$ cat src/rtl/star_accumulator.sv
// Sums SEQ_LEN rescaled star vectors per query; result valid 1 cycle after last-beat accept, held in a 1-entry buffer.
// Only the completing beat stalls while the buffer is full and not draining. STAR_ACC_SAT_EN selects saturating lane adds.
`ifndef MAX_EMBEDDING_DIM
`define MAX_EMBEDDING_DIM 3
`endif
`ifndef MAX_SEQ_LENGTH
`define MAX_SEQ_LENGTH 4
`endif

module star_accumulator #(
    parameter int DIM     = `MAX_EMBEDDING_DIM + 1,
    parameter int VEC_W   = 26,
    parameter int SEQ_LEN = `MAX_SEQ_LENGTH,
    localparam int CNT_W  = (SEQ_LEN > 1) ? $clog2(SEQ_LEN) : 1
) (
    input  logic                   clock,
    input  logic                   reset,
    input  logic                   vld_in,
    output logic                   rdy_out,
    input  logic [DIM*VEC_W-1:0]   v_in,
    output logic                   vld_out,
    input  logic                   rdy_in,
    output logic [DIM*VEC_W-1:0]   v_out,
    output logic [CNT_W-1:0]       beat_count,
    output logic                   busy
);

    logic [DIM*VEC_W-1:0] acc_q, acc_d;
    logic [DIM*VEC_W-1:0] v_out_q, v_out_d;
    logic                 vld_out_q, vld_out_d;
    logic [CNT_W-1:0]     beat_count_q, beat_count_d;

    logic                 last;
    logic                 accept;
    logic [VEC_W-1:0]     base;
    logic [DIM*VEC_W-1:0] sum;

    function automatic logic [VEC_W-1:0] lane_add(input logic [VEC_W-1:0] a,
                                                  input logic [VEC_W-1:0] b);
`ifdef STAR_ACC_SAT_EN
        logic [VEC_W:0] s;
        s = {a[VEC_W-1], a} + {b[VEC_W-1], b};
        // Top two bits disagree only when the true sum left the VEC_W range.
        if (s[VEC_W] != s[VEC_W-1])
            lane_add = s[VEC_W] ? {1'b1, {(VEC_W-1){1'b0}}} : {1'b0, {(VEC_W-1){1'b1}}};
        else
            lane_add = s[VEC_W-1:0];
`else
        lane_add = a + b;
`endif
    endfunction

    always_comb begin
        last    = (beat_count_q == CNT_W'(SEQ_LEN - 1));
        rdy_out = !(vld_out_q && !rdy_in && last);
        accept  = vld_in && rdy_out;

        // First beat of a query starts from zero so no stale sum leaks in.
        base = '0;
        sum  = '0;
        for (int i = 0; i < DIM; i++) begin
            base = (beat_count_q == '0) ? '0 : acc_q[i*VEC_W +: VEC_W];
            sum[i*VEC_W +: VEC_W] = lane_add(base, v_in[i*VEC_W +: VEC_W]);
        end

        acc_d        = acc_q;
        beat_count_d = beat_count_q;
        v_out_d      = v_out_q;
        vld_out_d    = vld_out_q;

        if (vld_out_q && rdy_in)
            vld_out_d = 1'b0;

        if (accept) begin
            acc_d = sum;
            if (last) begin
                beat_count_d = '0;
                v_out_d      = sum;
                vld_out_d    = 1'b1;
            end else begin
                beat_count_d = beat_count_q + CNT_W'(1);
            end
        end
    end

    always_ff @(posedge clock) begin
        if (reset) begin
            acc_q        <= '0;
            v_out_q      <= '0;
            vld_out_q    <= 1'b0;
            beat_count_q <= '0;
        end else begin
            acc_q        <= acc_d;
            v_out_q      <= v_out_d;
            vld_out_q    <= vld_out_d;
            beat_count_q <= beat_count_d;
        end
    end

    assign vld_out    = vld_out_q;
    assign v_out      = v_out_q;
    assign beat_count = beat_count_q;
    assign busy       = (beat_count_q != '0);

endmodule
$ cat config.mk
export PLATFORM = sky130hd
export DESIGN_NAME = star_accumulator
export DESIGN_NICKNAME = d
export VERILOG_FILES = /design/src/rtl/star_accumulator.sv
export SDC_FILE = /design/constraint.sdc
export NUM_CORES = 1
export LEC_CHECK = 0
export BUFFER_PORTS_ARGS = -buffer_cell sky130_fd_sc_hd__buf_2
export CORE_ASPECT_RATIO = 0.6
export CORE_MARGIN = 1.5
export CORE_UTILIZATION = 30
export CTS_BUF_LIST = sky130_fd_sc_hd__clkbuf_4
export DETAILED_ROUTE_END_ITERATION = 7
export PLACE_DENSITY_LB_ADDON = 0.05
export SLEW_MARGIN = 10
export SYNTH_ARGS = -nofsm -noshare
export SYNTH_HDL_FRONTEND = slang
export SYNTH_SLANG_ARGS = --single-unit
$ cat constraint.sdc
create_clock -name clock -period 10.6 [get_ports clock]
set_clock_uncertainty 0.15 [all_clocks]
set_input_delay 0.53 -clock clock [delete_from_list [all_inputs] [get_ports clock]]
set_output_delay 0.53 -clock clock [all_outputs]
set_load 0.1 [all_outputs]
# Word-level counts from Yosys, hierarchy flattened
# Cells that the tools add are included.
[word_totals]
output_inout_bits = 109
ff_bits = 211
word_cells = 27
input_bits = 108
[op_classes]
reduce_logical = 9
mux = 8
eq_ne = 1
addsub = 5
[ops]
columns = ["cell", "count"]
rows = [
  ["26-bit adder", 4],
  ["26-bit 2-to-1 mux", 4],
  ["1-bit logical AND", 4],
  ["1-bit 2-to-1 mux", 3],
  ["2-bit by 1-bit adder with 2-bit output (second input constant)", 1],
  ["2-bit equality test (second input constant)", 1],
  ["1-bit logical NOT", 2],
  ["2-bit logical NOT", 1],
  ["2-bit 2-to-1 mux", 1],
  ["2-bit AND reduction", 1],
  ["2-bit nonzero test", 1],
]

# Logic depth before layout (Yosys ltp)
[logic_depth]
depth_word = 6
ltp_mapped = 17
depth_no_buf = 14

# Worst setup path after synthesis
# No wires, ideal clock.
[synth_path]
kind = "register to register"
startpoint = "reg beat_count_q[0] (netlist: beat_count[0])"
endpoint = "reg v_out_q[44] (netlist: v_out[44])"
n_path_buf = 2
required_time_ns = 10.386
arrival_time_ns = 4.617
stages_incl_launch_ff = 16
synth_period_minus_slack_ns = 4.831
setup_slack_ns = 5.769
setup_ns = 0.064
cell_sequence = "dfxtp_1 > inv_1 > ha_1 > clkbuf_1 > clkbuf_1 > inv_1 > nand2_1 > fa_1 > nor2b_1 > o211ai_1 > a21boi_1 > o21ai_1 > o21ai_2 > a41oi_1 > or4_1 > nand3_1"
[synth_between]
elab_chain_len = 5
elab_cells_between_ends = 8
classes_between = "add/sub (1); eq/ne (1); mux (1); reduce/logical (5)"
[synth_rtl]
columns = ["item", "line_no", "text"]
rows = [
  ["start: declaration", "31", "logic [CNT_W-1:0] beat_count_q, beat_count_d;"],
  ["start signal: assignment", "96", "beat_count_q <= beat_count_d;"],
  ["parallel branches: the longest is 5 deep, another holds 26-bit adder", "--", ""],
  ["end signal: assignment", "94", "v_out_q <= v_out_d;"],
  ["end: declaration", "29", "logic [DIM*VEC_W-1:0] v_out_q, v_out_d;"],
]
# Several ways; the timed one is not identified.
# A chain may end at the register's enable or synchronous reset.

# Worst setup path after layout
[layout_path]
startpoint = "reg beat_count_q[0] (netlist: beat_count[0])"
endpoint = "reg acc_q[50]"
[layout_between]
elab_chain_len = 4
elab_cells_between_ends = 7
classes_between = "add/sub (1); eq/ne (1); mux (1); reduce/logical (4)"
[layout_rtl]
columns = ["item", "line_no", "text"]
rows = [
  ["parallel branches: the longest is 4 deep, another holds 26-bit adder", "--", ""],
  ["end signal: assignment", "88", "acc_q <= '0;"],
  ["end signal: assignment", "93", "acc_q <= acc_d;"],
  ["end: declaration", "28", "logic [DIM*VEC_W-1:0] acc_q, acc_d;"],
]
# Several ways; the timed one is not identified.

==> run summary <==
Status -> finished, final reports clean
Reg2Reg Depth -> 15
Synth Area in Adders -> 10.1%
Overflow after GRT -> 0
Root buffer cell -> clkbuf_4
Clock power share -> 38.0%
Syn Inst Count -> 1756
Clk Latency, worst-skew pair -> 0.75 ns
Crit. End Element -> register
Post-synthesis register bit count -> 211
Total Routing Usage GR -> 19.3%
CP max stage delay -> 0.64 ns
Worst EP arrival -> 4.75 ns
Library cells used by synthesis -> 66
CP required -> 11.01 ns
Post-CTS setup buffers -> 0
Final instance area -> 15700 um^2
Leakage power -> 6.94 nW
Die area -> 45900 um^2
Total clock buffers created by CTS -> 60
Max-cap check violation count -> 0
Final GP Congestion -> 0.847
Minimum clock period -> 4.34 ns
Critical Path, Cell by Cell -> inv_1, ha_4, buf_4, nor2b_1, ha_1, inv_1, fa_1, nor2b_1, o211ai_1, a21boi_1, o21ai_1, a2111oi_0, o21ai_0, nand3_1, a21oi_1
DRC Markers -> 0
Synth warn -> 0
Post-Syn Area -> 13400 um^2
Final worst hold slack -> 0.0944 ns
Cell row count -> 59
WL/cell -> 17.5 um
P&R area growth vs syn -> 17.6%
RSZ-0062 raised after global routing -> no
Final Cycle Share -> 40.9%
CTS Buffer Depth -> 3
Slew Limit Fails -> 0
Setup crit start kind -> register
Crit Path Max Fanout -> 48
CTS sink cnt -> 211
Sequential area share after synthesis -> 31.6%
1st-pass router iterations -> 5
Slowest cell on the critical path -> a2111oi_0
Synth top cells by count -> 329 x nand2_1, 216 x a21oi_1, 211 x dfxtp_1
Compound-Gate Fraction of Synth Area -> 23.5%
Slew margin rel. -> 35.2%
Largest net degree at the start of global routing -> 118
Top cell type's share of synthesized area -> 31.6%
Io pins -> 217
Core area -> 43600 um^2
Power per Cell Area -> 131 nW/um^2
Post-synthesis xor/xnor area fraction -> 4.65%
Final setup fails -> 0
Antenna Nets Post-Route -> 0
Post-synth EDFFs -> 0
Nets -> 2160
Chip height -> 167 um
Worst setup path class -> register to register
Ys flop type -> dfxtp_1
Setup tns final -> 0 ns
Worst Max-Slew Pin Slew -> 0.971 ns
Sequential share of power -> 41.1%
H-tree depth -> 2
Final core utilization -> 36.0%
Largest family of logic cells by synthesized area -> simple AND/OR/NAND/NOR gates
Synth top area cells -> dfxtp_1 32%, ha_1 9.5%, nand2_1 9.2%, a21oi_1 8.1%, nor2b_1 5.1%
HPWL Detailed -> 31100 um
Vias -> 13000
Sw Share -> 33.3%
Hold Fails Final Rpt -> 0
Syn Area/Cell -> 7.61 um^2
Count leader, synth -> nand2_1
Share of layout cells above drive strength 1 -> 16.7%
Die width -> 276 um
Vias in the first global route -> 12500
Final WL -> 45000 um
Post-Synth Simple-Gate Area -> 25.6%
Design internal power -> 1.37 mW
Via density -> 5.06
Worst-path clk slew -> 0.07 ns
Delay-heaviest family, CP -> compound AO/OA/AOI/OAI gates
Hold Crit Depth -> 4
Worst path depth -> 15
FF+latch area -> 4220 um^2
Global-route wire length before repair -> 70800 um
Multi-input gate area -> 8670 um^2
Synthesized net count -> 1970
Synth area leader -> dfxtp_1
Multiplexer share of the synthesized area -> 0.599%
Asr flop ratio synth -> 0%
Layout filler cell count -> 4691
Initial core utilization -> 30.6%
Buffers added on ports -> 216
Initial antenna violation count -> 1
Bufs and invs on worst path -> 3
Combinational power share -> 20.9%
Sw power -> 0.684 mW
Tightest Hold Check Type -> input port to register
Peak VDD IR -> 0.0000769 V
Area after DPL -> 14900 um^2
DR iter-0 viols -> 713
CTS tree -> done
F_max -> 231 MHz
[worst register-to-register path: stages (launching register included)]
cell and delay [ns]:
dfxtp_1 0.40, inv_1 0.10, ha_4 0.29, buf_4 0.37
nor2b_1 0.23, ha_1 0.21, inv_1 0.07, fa_1 0.41
nor2b_1 0.17, o211ai_1 0.10, a21boi_1 0.28, o21ai_1 0.29
a2111oi_0 0.65, o21ai_0 0.25, nand3_1 0.13, a21oi_1 0.07
[power groups by stage]
stage | logic (mW) | clock network (mW) | registers [mW]
6_report | 0.429 | 0.782 | 0.845
5_1_grt | 0.479 | 0.870 | 0.850
4_1_cts | 0.433 | 0.822 | 0.845
3_5_place_dp | 0.429 | 0 | 0.863
3_3_place_gp | 0.429 | 0 | 0.863
2_1_floorplan | 0.280 | 0 | 0.889
[kinds of logic after synthesis]
family                   after synthesis
flip-flops                           211
multiplexers                           8
AND/OR/NAND/NOR                      724
adder cells (fa/ha/maj)              106
XOR/XNOR                              71
buffers and inverters                137
AO/OA/AOI/OAI                        499
[routing by layer]
layer  GRT usage (%)  part of all wire (%)
met1            28.5                    51
met5               0                     0
met4            4.04                   1.3
met2            29.0                    42
met3            3.46                   4.9
[repair_timing]
action                    4_1_cts  5_1_grt
gates resized for setup         0        0
hold endpoints to repair        7        0
hold buffers                    5        0
[placed cells by master (no fill, tap or decap), types with 29 or more instances in the layout]
master / instances
o21ai_0: 66
nor2_1: 88
a21oi_1: 216
xnor2_1: 44
a211oi_1: 29
nand3_1: 67
nand2_1: 328
a21o_1: 41
inv_1: 35
dfxtp_1: 211
nor2b_1: 109
clkbuf_4: 85
buf_2: 215
ha_1: 101
nor3_1: 29
[state kept, by name, indices dropped and copies added (netlist names)]
signal      flops
acc_q         104
v_out         104
beat_count      2
vld_out         1
[final cells by class]
class,instances,area share (%)
Multi-Input combinational cell,1408,55.1
Sequential cell,211,26.9
Timing Repair Buffer,229,7.62
Tap cell,579,4.61
Clock buffer,85,4.06
Inverter,36,0.860
Clock inverter,26,0.828
Antenna cell,2,0.0318
[through the flow]
stage               setup WS, ns  instances  total power, mW
floorplan                   5.77       1756             1.17
detailed placement          6.29       2458             1.29
finish                      6.26       2576             2.06
global placement            6.34       2458             1.29
CTS                         6.24       2574             2.10
global route                6.00       2576             2.20
[path summary, 6_finish.rpt]
| path | startpoint | end | slack (ns) |
|---|---|---|---|
| max | beat_count[0] | acc_q[50] | 6.26 |
| min | v_in[78] | acc_q[78] | 0.09 |
| max reg2reg | beat_count[0] | acc_q[50] | 6.26 |
| min reg2reg | acc_q[58] | acc_q[58] | 0.30 |
No activity file was read; power rests on OpenSTA's default activity.
